### config.mk
export PLATFORM = sky130hd
export DESIGN_NAME = vx_tcu_lsu_agent
export DESIGN_NICKNAME = d
export VERILOG_FILES = /design/src/rtl/vx_tcu_lsu_agent.sv
export SDC_FILE = /design/constraint.sdc
export NUM_CORES = 1
export LEC_CHECK = 0
export BUFFER_PORTS_ARGS = -buffer_cell sky130_fd_sc_hd__buf_2
export CAP_MARGIN = 0
export CORE_ASPECT_RATIO = 1.5
export CORE_MARGIN = 8
export CORE_UTILIZATION = 45
export CTS_CLUSTER_SIZE = 40
export DETAILED_ROUTE_END_ITERATION = 8
export HOLD_SLACK_MARGIN = 0.15
export PLACE_DENSITY = 0.88
export SYNTH_ARGS = -nofsm -noshare
export SYNTH_HDL_FRONTEND = slang
export SYNTH_SLANG_ARGS = --single-unit
### constraint.sdc
create_clock -name clk -period 2.5 [get_ports clk]
set_input_delay 0.25 -clock clk [delete_from_list [all_inputs] [get_ports clk]]
set_output_delay 0.25 -clock clk [all_outputs]
set_load 0.01 [all_outputs]
### src/rtl/vx_tcu_lsu_agent.sv
// VX tensor-core LSU agent: tags TCU load/store requests toward memory
// and returns in-order responses to the TCU under a credit limit.
`ifndef XLEN
`define XLEN 32
`endif

module vx_tcu_lsu_agent #(
    parameter int DATA_WIDTH  = 32,
    parameter int MAX_PENDING = 4,
    localparam int TAG_WIDTH  = $clog2(MAX_PENDING),
    localparam int CNT_WIDTH  = $clog2(MAX_PENDING + 1)
) (
    input  logic                  clk,
    input  logic                  reset,

    input  logic                  tcu_req_valid,
    output logic                  tcu_req_ready,
    input  logic [`XLEN-1:0]      tcu_req_addr,
    input  logic                  tcu_req_load,
    input  logic [DATA_WIDTH-1:0] tcu_req_data,

    output logic                  tcu_rsp_valid,
    input  logic                  tcu_rsp_ready,
    output logic [DATA_WIDTH-1:0] tcu_rsp_data,
    output logic                  tcu_rsp_load,

    output logic                  mem_req_valid,
    input  logic                  mem_req_ready,
    output logic                  mem_req_rw,
    output logic [`XLEN-1:0]      mem_req_addr,
    output logic [DATA_WIDTH-1:0] mem_req_data,
    output logic [TAG_WIDTH-1:0]  mem_req_tag,

    input  logic                  mem_rsp_valid,
    output logic                  mem_rsp_ready,
    input  logic [DATA_WIDTH-1:0] mem_rsp_data,
    input  logic [TAG_WIDTH-1:0]  mem_rsp_tag,

    output logic [CNT_WIDTH-1:0]  pending,
    output logic                  tag_error
);

    localparam logic [CNT_WIDTH-1:0] MaxCnt = CNT_WIDTH'(MAX_PENDING);

    logic                  req_valid_q;
    logic                  req_rw_q;
    logic [`XLEN-1:0]      req_addr_q;
    logic [DATA_WIDTH-1:0] req_data_q;
    logic [TAG_WIDTH-1:0]  req_tag_q;

    logic [TAG_WIDTH-1:0]   issue_tag_q;
    logic [TAG_WIDTH-1:0]   expect_tag_q;
    logic [MAX_PENDING-1:0] load_tbl_q;

    logic                  rsp_valid_q;
    logic                  rsp_load_q;
    logic [DATA_WIDTH-1:0] rsp_data_q;

    logic [CNT_WIDTH-1:0]  pending_q;
    logic [CNT_WIDTH-1:0]  pending_d;
    logic                  tag_err_q;

    logic req_fire;
    logic mrsp_fire;
    logic trsp_fire;
    logic exp_load;

    assign tcu_req_ready = (pending_q < MaxCnt)
                         && (!req_valid_q || mem_req_ready);
    assign mem_rsp_ready = !rsp_valid_q || tcu_rsp_ready;

    assign req_fire  = tcu_req_valid && tcu_req_ready;
    assign mrsp_fire = mem_rsp_valid && mem_rsp_ready;
    assign trsp_fire = rsp_valid_q && tcu_rsp_ready;
    assign exp_load  = load_tbl_q[expect_tag_q];

    // Credits cover a request from TCU accept until its response is consumed.
    always_comb begin
        pending_d = pending_q;
        unique case ({req_fire, trsp_fire})
            2'b10:   pending_d = pending_q + CNT_WIDTH'(1);
            2'b01:   pending_d = pending_q - CNT_WIDTH'(1);
            default: pending_d = pending_q;
        endcase
    end

    always_ff @(posedge clk) begin
        if (reset) begin
            req_valid_q  <= 1'b0;
            req_rw_q     <= 1'b0;
            req_addr_q   <= '0;
            req_data_q   <= '0;
            req_tag_q    <= '0;
            issue_tag_q  <= '0;
            expect_tag_q <= '0;
            load_tbl_q   <= '0;
            rsp_valid_q  <= 1'b0;
            rsp_load_q   <= 1'b0;
            rsp_data_q   <= '0;
            pending_q    <= '0;
            tag_err_q    <= 1'b0;
        end else begin
            if (req_fire) begin
                req_valid_q <= 1'b1;
                req_rw_q    <= !tcu_req_load;
                req_addr_q  <= tcu_req_addr;
                req_data_q  <= tcu_req_data;
                req_tag_q   <= issue_tag_q;
                issue_tag_q <= issue_tag_q + TAG_WIDTH'(1);
                load_tbl_q[issue_tag_q] <= tcu_req_load;
            end else if (mem_req_ready) begin
                req_valid_q <= 1'b0;
            end

            // Responses follow issue order; the tag is only a sanity check.
            if (mrsp_fire) begin
                rsp_valid_q  <= 1'b1;
                rsp_load_q   <= exp_load;
                rsp_data_q   <= exp_load ? mem_rsp_data : '0;
                expect_tag_q <= expect_tag_q + TAG_WIDTH'(1);
                if (mem_rsp_tag != expect_tag_q) begin
                    tag_err_q <= 1'b1;
                end
            end else if (tcu_rsp_ready) begin
                rsp_valid_q <= 1'b0;
            end

            pending_q <= pending_d;
        end
    end

    assign mem_req_valid = req_valid_q;
    assign mem_req_rw    = req_rw_q;
    assign mem_req_addr  = req_addr_q;
    assign mem_req_data  = req_data_q;
    assign mem_req_tag   = req_tag_q;

    assign tcu_rsp_valid = rsp_valid_q;
    assign tcu_rsp_load  = rsp_load_q;
    assign tcu_rsp_data  = rsp_data_q;

    assign pending   = pending_q;
    assign tag_error = tag_err_q;

endmodule
# --- Word level (Yosys, flattened, before mapping) ---
# Index checks and enable logic that the tools add are counted.
totals:
  romBits: 0
  output_inout_bits: 108
  n_memories: 0
  regBits: 114
  ramBits: 0
  latch_bits: 0
op_classes:
  shifts: 0
  n_lt_le_gt_ge: 4
  n_mul: 0
  n_eq_ne: 3
  n_div: 0
  add_sub_neg: 4
  bitwise_logic: 0
  n_reduce_logical: 14
  mux: 11
op_table:
  columns: ["cell", "count"]
  rows:
  - ["$mux 32", 1]
  - ["$lt 2x3->1 const B", 2]
  - ["$mux 1", 6]
  - ["$pmux 3 s2", 1]
  - ["$reduce_bool 2->1", 3]
  - ["$logic_and 1x1->1", 5]
  - ["$add 2x1->2 const B", 2]
  - ["$bwmux 4", 1]
  - ["$add 3x1->3 const B", 1]
  - ["$logic_not 1->1", 3]
  - ["$lt 3x3->1 const B", 1]
  - ["$sub 3x1->3 const B", 1]
  - ["$bmux 1 s2", 1]
  - ["$demux 1 s2", 1]
  - ["$eq 2x1->1 const B", 1]
  - ["$eq 2x2->1 const B", 1]
  - ["$ge 2x1->1 const B", 1]
  - ["$logic_or 1x1->1", 2]
  - ["$ne 2x2->1", 1]
  - ["$reduce_and 2->1", 1]

# --- Depth between registers and ports, before layout ---
logic_depth:
  depth_word: 6
  ltp_mapped: 10
  depth_no_buf: 8

# --- Worst setup path after synthesis ---
# No wires, ideal clock.
synth_timing:
  kind: "register to register"
  start: "register pending_q[2], in the netlist pending[2]"
  end: "register pending_q[2], in the netlist pending[2]"
  n_path_buf: 2
  required_time_ns: 2.430
  arrival_ns: 2.085
  path_slack_ns: 0.344
  setup_time_ns: 0.070
  path_stages_with_launch: 11
  synth_period_minus_slack_ns: 2.156
  cell_sequence: "dfxtp_1 -> nor2b_1 -> clkbuf_1 -> clkbuf_1 -> nand2_1 -> ha_1 -> inv_1 -> fa_1 -> xor2_1 -> or3_1 -> a21oi_1"
synth_via:
  elab_chain_len: 5
  elab_cells_between_ends: 9
synth_lines:
  columns: ["element", "line", "rtl"]
  rows:
  - ["start: declaration", "59", "logic [CNT_WIDTH-1:0] pending_q;"]
  - ["start signal: assignment", "128", "pending_q <= pending_d;"]
  - ["$lt 3x3->1", "68", "assign tcu_req_ready = (pending_q < MaxCnt)"]
  - ["$logic_and 1x1->1", "69", "&& (!req_valid_q || mem_req_ready);"]
  - ["$logic_and 1x1->1", "72", "assign req_fire = tcu_req_valid && tcu_req_ready;"]
  - ["$eq 2x1->1 / $eq 2x2->1 (equally long branches)", "80", "unique case ({req_fire, trsp_fire})"]
  - ["$pmux 3 s2 / $reduce_bool 2->1 (equally long branches)", null, null]
# Parallel ways exist; a longest one is shown, timed or not.
# A chain may end at the register's enable or synchronous reset.

# --- Worst setup path in the final report ---
layout_timing:
  start: "register pending_q[2], in the netlist pending[2]"
  end: "register req_addr_q[22], in the netlist mem_req_addr[22]"
layout_via:
  elab_chain_len: 3
layout_lines:
  columns: ["element", "line", "rtl"]
  rows:
  - ["$lt 3x3->1", "68", null]
  - ["$logic_and 1x1->1", "69", null]
  - ["$logic_and 1x1->1", "72", null]
  - ["end signal: assignment", "106", "req_addr_q <= tcu_req_addr;"]
  - ["end: declaration", "47", "logic [`XLEN-1:0] req_addr_q;"]
# No other way between the ends.

==> impl_metrics.json <==
{
  "layout-drive-gt1-share_pct": 37.7,
  "cts_tree": "yes",
  "period_needed_ns": 1.92,
  "rrSetupSlack_ns": 0.58,
  "syn_area_per_cell_um2": 9.31,
  "slew_headroom_pct": 48.4,
  "fmax_ghz": 0.522,
  "dr.pass1.iters": 8,
  "grt_max_degree": 74,
  "worst_slack_ns": 0.585,
  "place_hpwl_um": 9320,
  "power_density_mw_per_mm2": 694,
  "min_period_over_period_pct": 76.6,
  "top_usage_layer": "met2",
  "antenna_found_initial": 1,
  "synth_top_cells_by_area": "dfxtp_1 (53%), a21oi_1 (9.0%), nand3_1 (8.5%)",
  "regArea_mm2": 0.00228,
  "stdcell_area_mm2": 0.00687,
  "crit-reg2reg-capture": "mem_req_addr[22]",
  "tightest_slew_ns": 0.774,
  "worstPathMaxFanout": 39,
  "grt_pass1_vias": 4927,
  "placed_cells": 746,
  "synth_compound_area_share_pct": 25.3,
  "ys_warn_count": 0,
  "synthMuxAreaShare_pct": 1.55,
  "yosysSeqAreaShare_pct": 53.3,
  "cts.sinks": 114,
  "critPathCaptureType": "register",
  "start_util_pct": 46.3,
  "hold_viol_final": 0,
  "utilization_pct": 74.2,
  "synth_top_family_by_area": "compound AO/OA/AOI/OAI gates",
  "fin_setup_tns_ns": 0,
  "setup-violations-final": 0,
  "grt_util_all_layers_pct": 24.8,
  "routabilityCongestion": 0.788,
  "peakVddDrop_v": 0.000542,
  "io_pins": 213,
  "holdPathStages": 3,
  "crit_path_start_kind": "register",
  "drtIter0Drc": 335,
  "place_area_mm2": 0.00538,
  "p_total_mw": 4.76,
  "die_width_um": 95.6,
  "drv_cap": 0,
  "cts_made_buffers": 17,
  "viasPerCell": 5.56,
  "power_leakage_nw": 3.17,
  "grt_use_met3_pct": 11.0,
  "clkTransAtPathRegs_ns": 0.05,
  "area_growth_pct": 60.3,
  "use_met2_pct": 42.0,
  "hold_path_startpoint": "mem_rsp_valid",
  "io_buffers": 212,
  "min_path_type": "in -> reg",
  "fp.coreArea_mm2": 0.00925,
  "synth_edf_count": 0,
  "r2r_cells": 4,
  "root_buffer": "clkbuf_16",
  "crit_type": "reg -> reg",
  "vias": 4868,
  "ant_nets": 0,
  "fin_worst_skew_ns": 0.00754,
  "arrival_ns": 2.24,
  "worst-endpoint-required_ns": 2.82,
  "globalRoute.totalOverflow": 0,
  "syn_inst": 460,
  "die_area_mm2": 0.0130,
  "use_met1_pct": 26.3,
  "place_ws_ns": 0.585,
  "rows": 43,
  "synth_nets": 571,
  "h-tree-depth": 4,
  "synth-seq-cells": 114,
  "ys_types": 28,
  "whs_ns": 0.176,
  "status": "finished, final reports clean",
  "dieHeight_um": 135,
  "final_cell_mix": "buf_2 (212), dfxtp_1 (114), dlygate4sd3_1 (97), a21oi_1 (76), nand3_1 (73)",
  "cts.path.max_buffers": 2,
  "whs_endpoint": "expect_tag_q[0]",
  "synth_top_area_share_pct": 53.3,
  "clk_latency_ns": 0.40,
  "fin_nets": 861,
  "cts_setup_buffers": 0,
  "synth_top_area_cell": "dfxtp_1",
  "grt_pass1_wl_um": 25400,
  "fin_cells": 875,
  "yosys.area_share.simple_pct": 11.7,
  "synthesis.area_mm2": 0.00428,
  "multiInputGateArea_mm2": 0.00179,
  "wl_per_cell_um": 18.9,
  "synth_xor_area_share_pct": 0.818,
  "routed_wirelength_um": 16600,
  "r2r-start": "pending[2]",
  "postSynth.asyncResetShare_pct": 0,
  "nFillCells": 611,
  "ys.flop_type": "dfxtp_1",
  "drc": 0,
  "maxSlewViolCount": 0,
  "rsz0062_at_grt": "no",
  "synthAdderAreaFrac_pct": 1.93,
  "layout_commonest_cell": "buf_2"
}
==> flip-flops by register name, summed over array words and instances (netlist names) <==
name and cells:
tag_error 1, tcu_rsp_load 1, expect_tag_q 2, mem_req_tag 2, load_tbl_q 4, tcu_rsp_valid 1, mem_req_valid 1, mem_req_rw 1
tcu_rsp_data 32, mem_req_data 32, pending 3, mem_req_addr 32, issue_tag_q 2
==> cells by family (layout without fill, tap and decap cells) <==
logic type,Yosys count,count (layout)
adders and majority gates,6,6
muxes,5,5
other,0,2
buffers and inverters,55,356
AOI/OAI and AO/OA,183,183
xor gates and xnor gates,4,4
and+or+nand+nor,93,93
DFF,114,114
==> final cells by class <==
cell class	instances	area share [%]
flip-flops and latches	114	33.2
well taps	112	2.04
clock buffers	19	6.45
clock inverters	11	0.984
inverters	9	0.492
multi-input cells	291	26.1
diodes	2	0.0729
repair buffers	317	30.7
==> metal layers <==
metal	share of wire [%]	vias to the layer above	routed length, µm
met1	36	2239	5920
li1	-	2232	-
met4	2.6	0	439
met5	0	-	0
met2	49	350	8070
met3	13	47	2150
==> synthesized netlist by cell type, types with 3 or more instances <==
cell type / number
nor2_1: 4
inv_1: 9
ha_1: 5
clkbuf_1: 36
o21ai_0: 71
nand3_1: 73
xor2_1: 4
dfxtp_1: 114
nand2b_1: 7
buf_2: 4
mux2i_1: 4
a22o_2: 30
a21oi_1: 77
buf_1: 3
buf_6: 3
==> worst max-delay path by stage <==
stage / from / to / slack, ns / depth (start not counted)
after floorplan: pending[2] / pending[2] / 0.34 / 10
after global placement: mem_req_ready / pending[2] / 0.64 / 9
after detailed placement: mem_req_ready / pending[2] / 0.58 / 9
after CTS: pending[2] / pending[2] / 0.61 / 8
after global routing: mem_req_valid / tcu_req_ready / 0.44 / 3
final: pending[2] / mem_req_addr[22] / 0.58 / 4
==> worst max-delay path, stage by stage, from the launching register on <==
cell and delay, ns:
dfxtp_1 0.45, nand2b_2 0.60, buf_4 0.42, o21ai_0 0.15, a21oi_1 0.20
==> power breakdown <==
part	internal, mW	switching [mW]	total (mW)
Clock	1.26	0.798	2.06
Sequential	1.92	0.0587	1.98
Combinational	0.338	0.381	0.720
Total	3.53	1.24	4.76
==> repair_timing <==
| item | CTS | global route |
|---|---|---|
| hold endpoints to repair | 97 | 0 |
| endpoints found under the setup margin | 0 | 0 |
| gates resized for setup | 0 | 0 |
| hold buffers | 97 | 0 |
Note: power is estimated with default switching activity, not from simulation.
